**src/rtl/counter_pkg.sv**
```systemverilog
// counter_pkg: direction constants and load clamping shared by the up/down modulo counter.
package counter_pkg;
    localparam logic CNT_UP = 1'b1;
    localparam logic CNT_DN = 1'b0;
    function automatic int unsigned clamp_mod(input int unsigned val, input int unsigned mod);
        return (val >= mod) ? mod - 1 : val;
    endfunction
endpackage

```
**src/rtl/counter_next_state.sv**
```systemverilog
// counter_next_state: combinational step/wrap logic; UPDOWN_MOD_COUNTER_SATURATE_EN selects saturation.
module counter_next_state
    import counter_pkg::*;
#(
    parameter int WIDTH = 4,
    parameter int MOD   = 16
) (
    input  logic [WIDTH-1:0] q,
    input  logic             up_dn,
    input  logic             en,
    output logic [WIDTH-1:0] nxt,
    output logic             at_limit,
    output logic             wrap_evt
);
    logic [WIDTH:0]   w_inc;
    logic [WIDTH:0]   w_dec;
    logic             w_lim;
    logic [WIDTH-1:0] w_lim_val;
    // One extra bit: up-limit is q+1==MOD, down-limit is the borrow out of q-1.
    assign w_inc = {1'b0, q} + 1'b1;
    assign w_dec = {1'b0, q} - 1'b1;
    assign w_lim = (up_dn == CNT_UP) ? (w_inc == (WIDTH+1)'(MOD)) : w_dec[WIDTH];
    assign at_limit = en & w_lim;
`ifdef UPDOWN_MOD_COUNTER_SATURATE_EN
    assign w_lim_val = q;
    assign wrap_evt  = 1'b0;
`else
    assign w_lim_val = (up_dn == CNT_DN) ? WIDTH'(MOD - 1) : '0;
    assign wrap_evt  = at_limit;
`endif
    assign nxt = !en ? q : w_lim ? w_lim_val : (up_dn == CNT_UP) ? w_inc[WIDTH-1:0] : w_dec[WIDTH-1:0];
endmodule

```
**src/rtl/updown_mod_counter.sv**
```systemverilog
// updown_mod_counter: synchronous up/down modulo counter with load and carry chain.
// Build with UPDOWN_MOD_COUNTER_SATURATE_EN to saturate at the limits instead of wrapping.
module updown_mod_counter
    import counter_pkg::*;
#(
    parameter int WIDTH = 4,
    parameter int MOD   = 16,
    parameter int INIT  = 0
) (
    input  logic             clk,
    input  logic             rst,
    input  logic             en,
    input  logic             up_dn,
    input  logic             load,
    input  logic [WIDTH-1:0] load_val,
    output logic [WIDTH-1:0] q,
    output logic             tc,
    output logic             wrap
);
    logic [WIDTH-1:0] r_q;
    logic             r_wrap;
    logic [WIDTH-1:0] w_nxt;
    logic             w_at_limit;
    logic             w_wrap_evt;

    if (MOD < 2 || MOD > (2 ** WIDTH) || INIT >= MOD || INIT < 0) begin : g_bad_params
        $error("updown_mod_counter: need 2 <= MOD <= 2**WIDTH and 0 <= INIT < MOD");
    end

    counter_next_state #(.WIDTH(WIDTH), .MOD(MOD)) u_next (
        .q        (r_q),
        .up_dn    (up_dn),
        .en       (en),
        .nxt      (w_nxt),
        .at_limit (w_at_limit),
        .wrap_evt (w_wrap_evt)
    );

    always_ff @(posedge clk) begin
        if (rst) begin
            r_q    <= WIDTH'(INIT);
            r_wrap <= 1'b0;
        end else if (load) begin
            r_q    <= WIDTH'(clamp_mod(32'(load_val), MOD));
            r_wrap <= 1'b0;
        end else begin
            r_q    <= w_nxt;
            r_wrap <= w_wrap_evt;
        end
    end

    assign q    = r_q;
    assign tc   = w_at_limit;
    assign wrap = r_wrap;
endmodule

```
**config.mk**
```make
export PLATFORM = sky130hd
export DESIGN_NAME = updown_mod_counter
export DESIGN_NICKNAME = d
export VERILOG_FILES = /design/src/rtl/counter_pkg.sv /design/src/rtl/counter_next_state.sv /design/src/rtl/updown_mod_counter.sv
export SDC_FILE = /design/constraint.sdc
export NUM_CORES = 1
export LEC_CHECK = 0
export ABC_AREA = 1
export CAP_MARGIN = 20
export CORE_AREA = 3 3 40 42
export DETAILED_ROUTE_END_ITERATION = 10
export DIE_AREA = 0 0 43 45
export PLACE_DENSITY = 0.71
export SYNTH_ARGS = -nofsm -noshare
export SYNTH_HDL_FRONTEND = slang
export SYNTH_SLANG_ARGS = --single-unit
```
**constraint.sdc**
```tcl
create_clock -name clk -period 1.8 [get_ports clk]
set_input_delay 0.36 -clock clk [delete_from_list [all_inputs] [get_ports clk]]
set_output_delay 0.36 -clock clk [all_outputs]
set_load 0.1 [all_outputs]
```
# Word-level counts from Yosys, hierarchy flattened
# Index checks and enable logic that the tools add are counted.
dict set report totals {
  regBits 5
  in_bits 9
  elab_cells 14
}
dict set report classes {
  addsub 2
  n_eq_ne 1
  n_mux 6
  n_bitwise 1
  reduce_logical 2
}
# operator n
set op_table {}
lappend op_table {{4-bit two-way mux} 5}
lappend op_table {{4-bit by 1-bit adder with 5-bit output (second input constant)} 1}
lappend op_table {{5-bit == test (second input constant)} 1}
lappend op_table {{4-bit by 1-bit subtractor with 5-bit output (second input constant)} 1}
lappend op_table {{2-bit nonzero test} 1}
lappend op_table {{2-bit OR reduction} 1}
lappend op_table {{1-bit AND} 1}
lappend op_table {{1-bit two-way mux} 1}

# Longest topological paths before layout
dict set report logic_depth {
  ltp_word 6
  depth_mapped 9
}

# Hierarchy
# A second synthesis with hierarchy kept.
dict set report unflattened {
  hier_cells 75
  hier_area_um2 460.4
}
# module n_inst cells_each area_each_um2
set modules_own_cells {}
lappend modules_own_cells {counter_next_state 1 46 252.7}
lappend modules_own_cells {updown_mod_counter 1 29 207.7}

# Least setup slack after synthesis
# Ideal clock, no wire load.
dict set report synth_path {
  kind {register -> output}
  start {reg r_q[0], in the netlist q[0]}
  end {out tc}
  t_arrival_ns 2.338
  required_time_ns 1.440
  slack_ns -0.898
  stages_incl_launch_ff 8
  cell_sequence {dfxtp_1 -> ha_1 -> nand3_1 -> nor2_2 -> nand2_1 -> o21ai_2 -> nand2_2 -> inv_1}
}
dict set report synth_between {
  elab_chain_cells 4
  word_cells_on_any_way 5
  cone_classes {add/sub: 2; eq/ne: 1; mux: 1; bitwise: 1}
}
# element line_no
set synth_lines {}
lappend synth_lines {{from (decl)} updown_mod_counter.sv:20} ;# logic [WIDTH-1:0] r_q;
lappend synth_lines {{from (signal assigned)} updown_mod_counter.sv:41} ;# r_q <= WIDTH'(INIT);
lappend synth_lines {{from (signal assigned)} updown_mod_counter.sv:44} ;# r_q <= WIDTH'(clamp_mod(32'(load_val), MOD));
lappend synth_lines {{from (signal assigned)} updown_mod_counter.sv:47} ;# r_q <= w_nxt;
lappend synth_lines {{4-bit by 1-bit adder with 5-bit output} counter_next_state.sv:20} ;# assign w_inc = {1'b0, q} + 1'b1;
lappend synth_lines {{5-bit == test} counter_next_state.sv:22} ;# assign w_lim = (up_dn == CNT_UP) ? (w_inc == (WIDTH+1)'(MOD)) : w_dec[WIDTH];
lappend synth_lines {{1-bit two-way mux *} counter_next_state.sv:22}
lappend synth_lines {{1-bit AND *} counter_next_state.sv:23} ;# assign at_limit = en & w_lim;
lappend synth_lines {{to (decl)} updown_mod_counter.sv:17} ;# output logic tc,
# Every way passes the cells marked *; elsewhere a longest branch is shown, timed or not.

# Worst setup path in the final report
dict set report layout_path {
  start {reg r_q[1], in the netlist q[1]}
  end {out tc}
}
# Same word-level chain as after synthesis.

==> results_dict.tcl <==
set metrics [dict create \
    outcome "complete, but fails checks" \
    violations "negative setup slack" \
    whs_ns 0.562 \
    die-area_sq_um 1940 \
    remaining_drc_errors 0 \
    cts_buffer_depth 2 \
    r2r-start "q[1]" \
    insertion_delay_ns 0.24 \
    p_per_area_nw_per_um2 641 \
    tritoncts "done" \
    area_growth_pct 96.7 \
    clock_sinks 5 \
    regArea_sq_um 113 \
    multi_input_area_sq_um 328 \
    numPortBuffers 14 \
    crit_end "tc" \
    crit_buf_inv 2 \
    leakagePower_nw 0.366 \
    dp_cells 97 \
    grt_use_met1_pct 16.1 \
    cap_violations 0 \
    clock.fmax_mhz 555 \
    tightest_slew_ns 0.233 \
    grtUsageTotal_pct 13.6 \
    finalSetupViolations 1 \
    clk_pin_slew_ns 0.04 \
    cp.depth 8 \
    hold_path.class "reg -> reg" \
    synth_area_sq_um 417 \
    cts-hold-fix-buffers 0 \
    vias_per_cell 4.94 \
    reg2reg_to "wrap" \
    min_period_ns 1.80 \
    use_met2_pct 23.4 \
    final_util_pct 63.8 \
    root_buffer "clkbuf_4" \
    chipHeight_microns 45 \
    critPathLaunchType "flop" \
    yosysWarnings 0 \
    total_power_w 0.000525 \
    critPathKind "reg -> out" \
    cp_top_family "flip-flops" \
    rsz0062_at_grt "true" \
    reg2reg_slack_ns 0.34 \
    final_layout_size_suffix_gt1_share_pct 46.8 \
    worstPathArrival_ns 1.44 \
    synth_seq_area_share_pct 24.0 \
    grt_pass1_wl_microns 1990 \
    grt_start_max_net_pins 9 \
    fin_cells 109 \
    yosysUniqueCellTypes 16 \
    wl_microns 1270 \
    ir_drop_uv 386 \
    rr_worst_depth 10 \
    worstPathRequired_ns 1.44 \
    path_max_fanout 5 \
    relSlewSlack_pct 84.4 \
    start_util_pct 32.4 \
    dr.pass1.iters 4 \
    grt_pass1_vias 497 \
    syn_nets 76 \
    gp_congestion 0.809 \
    place_hpwl_microns 893 \
    max_stage_delay_ns 0.40 \
    antenna_found_initial 0 \
    path_common_cell "nand2_2" \
    wire_per_inst_microns 11.6 \
    ant_nets 0 \
    finalClockSkew_ns 0.00273 \
    num_antenna_cells 0 \
    vias 539 \
    design_area_sq_um 820 \
    synth_area_per_cell_sq_um 6.51 \
    dpl-instance-area_sq_um 707 \
    synth-seq-cells 5 \
    setup_slack_ns -0.00173 \
    path_cells "ha_4 -> nand3_4 -> nor2_4 -> nand2_2 -> o21ai_2 -> nand2_2 -> clkinvlp_4 -> buf_12" \
    crit_slowest_cell "dfxtp_4" \
    post-route-period-util_pct 100 \
    die_w_microns 43 \
    hold_viol_final 0 \
    cp-end-kind "output port" \
    use_met3_pct 5.98 \
    rows 13 \
    nets 107 \
    drt_iter0_markers 12 \
    fp.coreArea_sq_um 1280 \
    final-max-slew-violation-count 0 \
    nFillCells 102 \
    cts_max_level 1 \
    synth_cells 64 \
    io_pins 15 \
    timing.critical_path.from "q[1]" \
    cts_buffers 3 \
    grt-ovfl-total 0 \
    top_usage_layer "met2" \
]
## worst min-delay path by stage
stage | start | endpoint | slack (ns) | depth (start not counted)
floorplan | rst | q[2] | 0.41 | 1
global placement | q[2] | q[2] | 0.54 | 2
detailed placement | q[2] | q[2] | 0.54 | 2
CTS | q[2] | q[2] | 0.55 | 2
global route | q[2] | q[2] | 0.58 | 2
finish | q[2] | q[2] | 0.56 | 2
## state kept, by name, summed over array words and instances (netlist names)
name and count:
wrap 1, q 4
## tightest hold or removal path: stages, from the launching register on
cell     delay (ns)
dfxtp_4        0.38
nand2_1        0.09
a21oi_2        0.05
## cell families after synthesis
group / count (synthesis) / synth area share, %
fa+ha+maj: 3 / 9.01
buf+inv: 11 / 9.91
flops: 5 / 24.0
simple gates: 35 / 40.5
xor+xnor: 1 / 2.10
compound gates: 9 / 14.4
## layout make-up
type / count / area share (%)
flip-flops and latches: 5 / 13.7
repair buffers: 26 / 35.3
inverters: 11 / 5.50
clock buffers: 4 / 3.21
well taps: 15 / 2.29
multi-input cells: 48 / 40.0
## timing repair
item	4_1_cts	5_1_grt
pin swaps	2	2
buffers inserted	5	3
gates cloned	0	0
resized for setup	2	5
endpoints found under the setup margin	1	1
## cells in the final DEF, fill, tap and decap left out, drive strengths merged
cell type,synthesis,final
o21ai,2,2
clkinvlp,0,1
nand4,1,1
a21oi,5,5
clkdlybuf4s50,0,7
nand3,4,4
xnor2,1,1
clkbuf,0,4
nor3,2,2
dfxtp,5,5
buf,0,18
o221ai,2,2
dlygate4sd2,0,1
inv,11,10
nor2,9,9
ha,3,3
nand2,19,19
## report_power, final
group	internal, W	leakage, nW	total [W]	switching [W]
Combinational	0.000106	0.308	0.000250	0.000144
Clock	0.0000839	0.0150	0.000132	0.0000479
Sequential	0.000121	0.0434	0.000144	0.0000228
Total	0.000311	0.366	0.000525	0.000215
## layer usage
| layer | part of all wire, % | up-vias | wire (microns) |
|---|---|---|---|
| met5 | 0 | - | 0 |
| met2 | 54 | 16 | 679 |
| li1 | - | 268 | - |
| met3 | 5.0 | 0 | 63 |
| met1 | 41 | 255 | 525 |
| met4 | 0 | 0 | 0 |
## metrics by stage
stage	setup WS, ns	TNS (ns)
6_report	-0.00173	-0.00173
5_1_grt	-0.0465	-0.0465
4_1_cts	-0.0292	-0.0292
3_5_place_dp	-0.0968	-0.0968
3_3_place_gp	-0.0798	-0.0798
2_1_floorplan	-0.0636	-0.0636
## Yosys cell counts (all sizes together)
master | instances | area share [%]
nand2 | 19 | 20
inv | 11 | 9.9
dfxtp | 5 | 24
o221ai | 2 | 4.2
nor3 | 2 | 4.8
a21oi | 5 | 6.9
nand4 | 1 | 1.5
nand3 | 4 | 4.8
o21ai | 2 | 3.3
nor2 | 9 | 9.9
ha | 3 | 9.0
xnor2 | 1 | 2.1
Power figures use the tool's default switching activity.
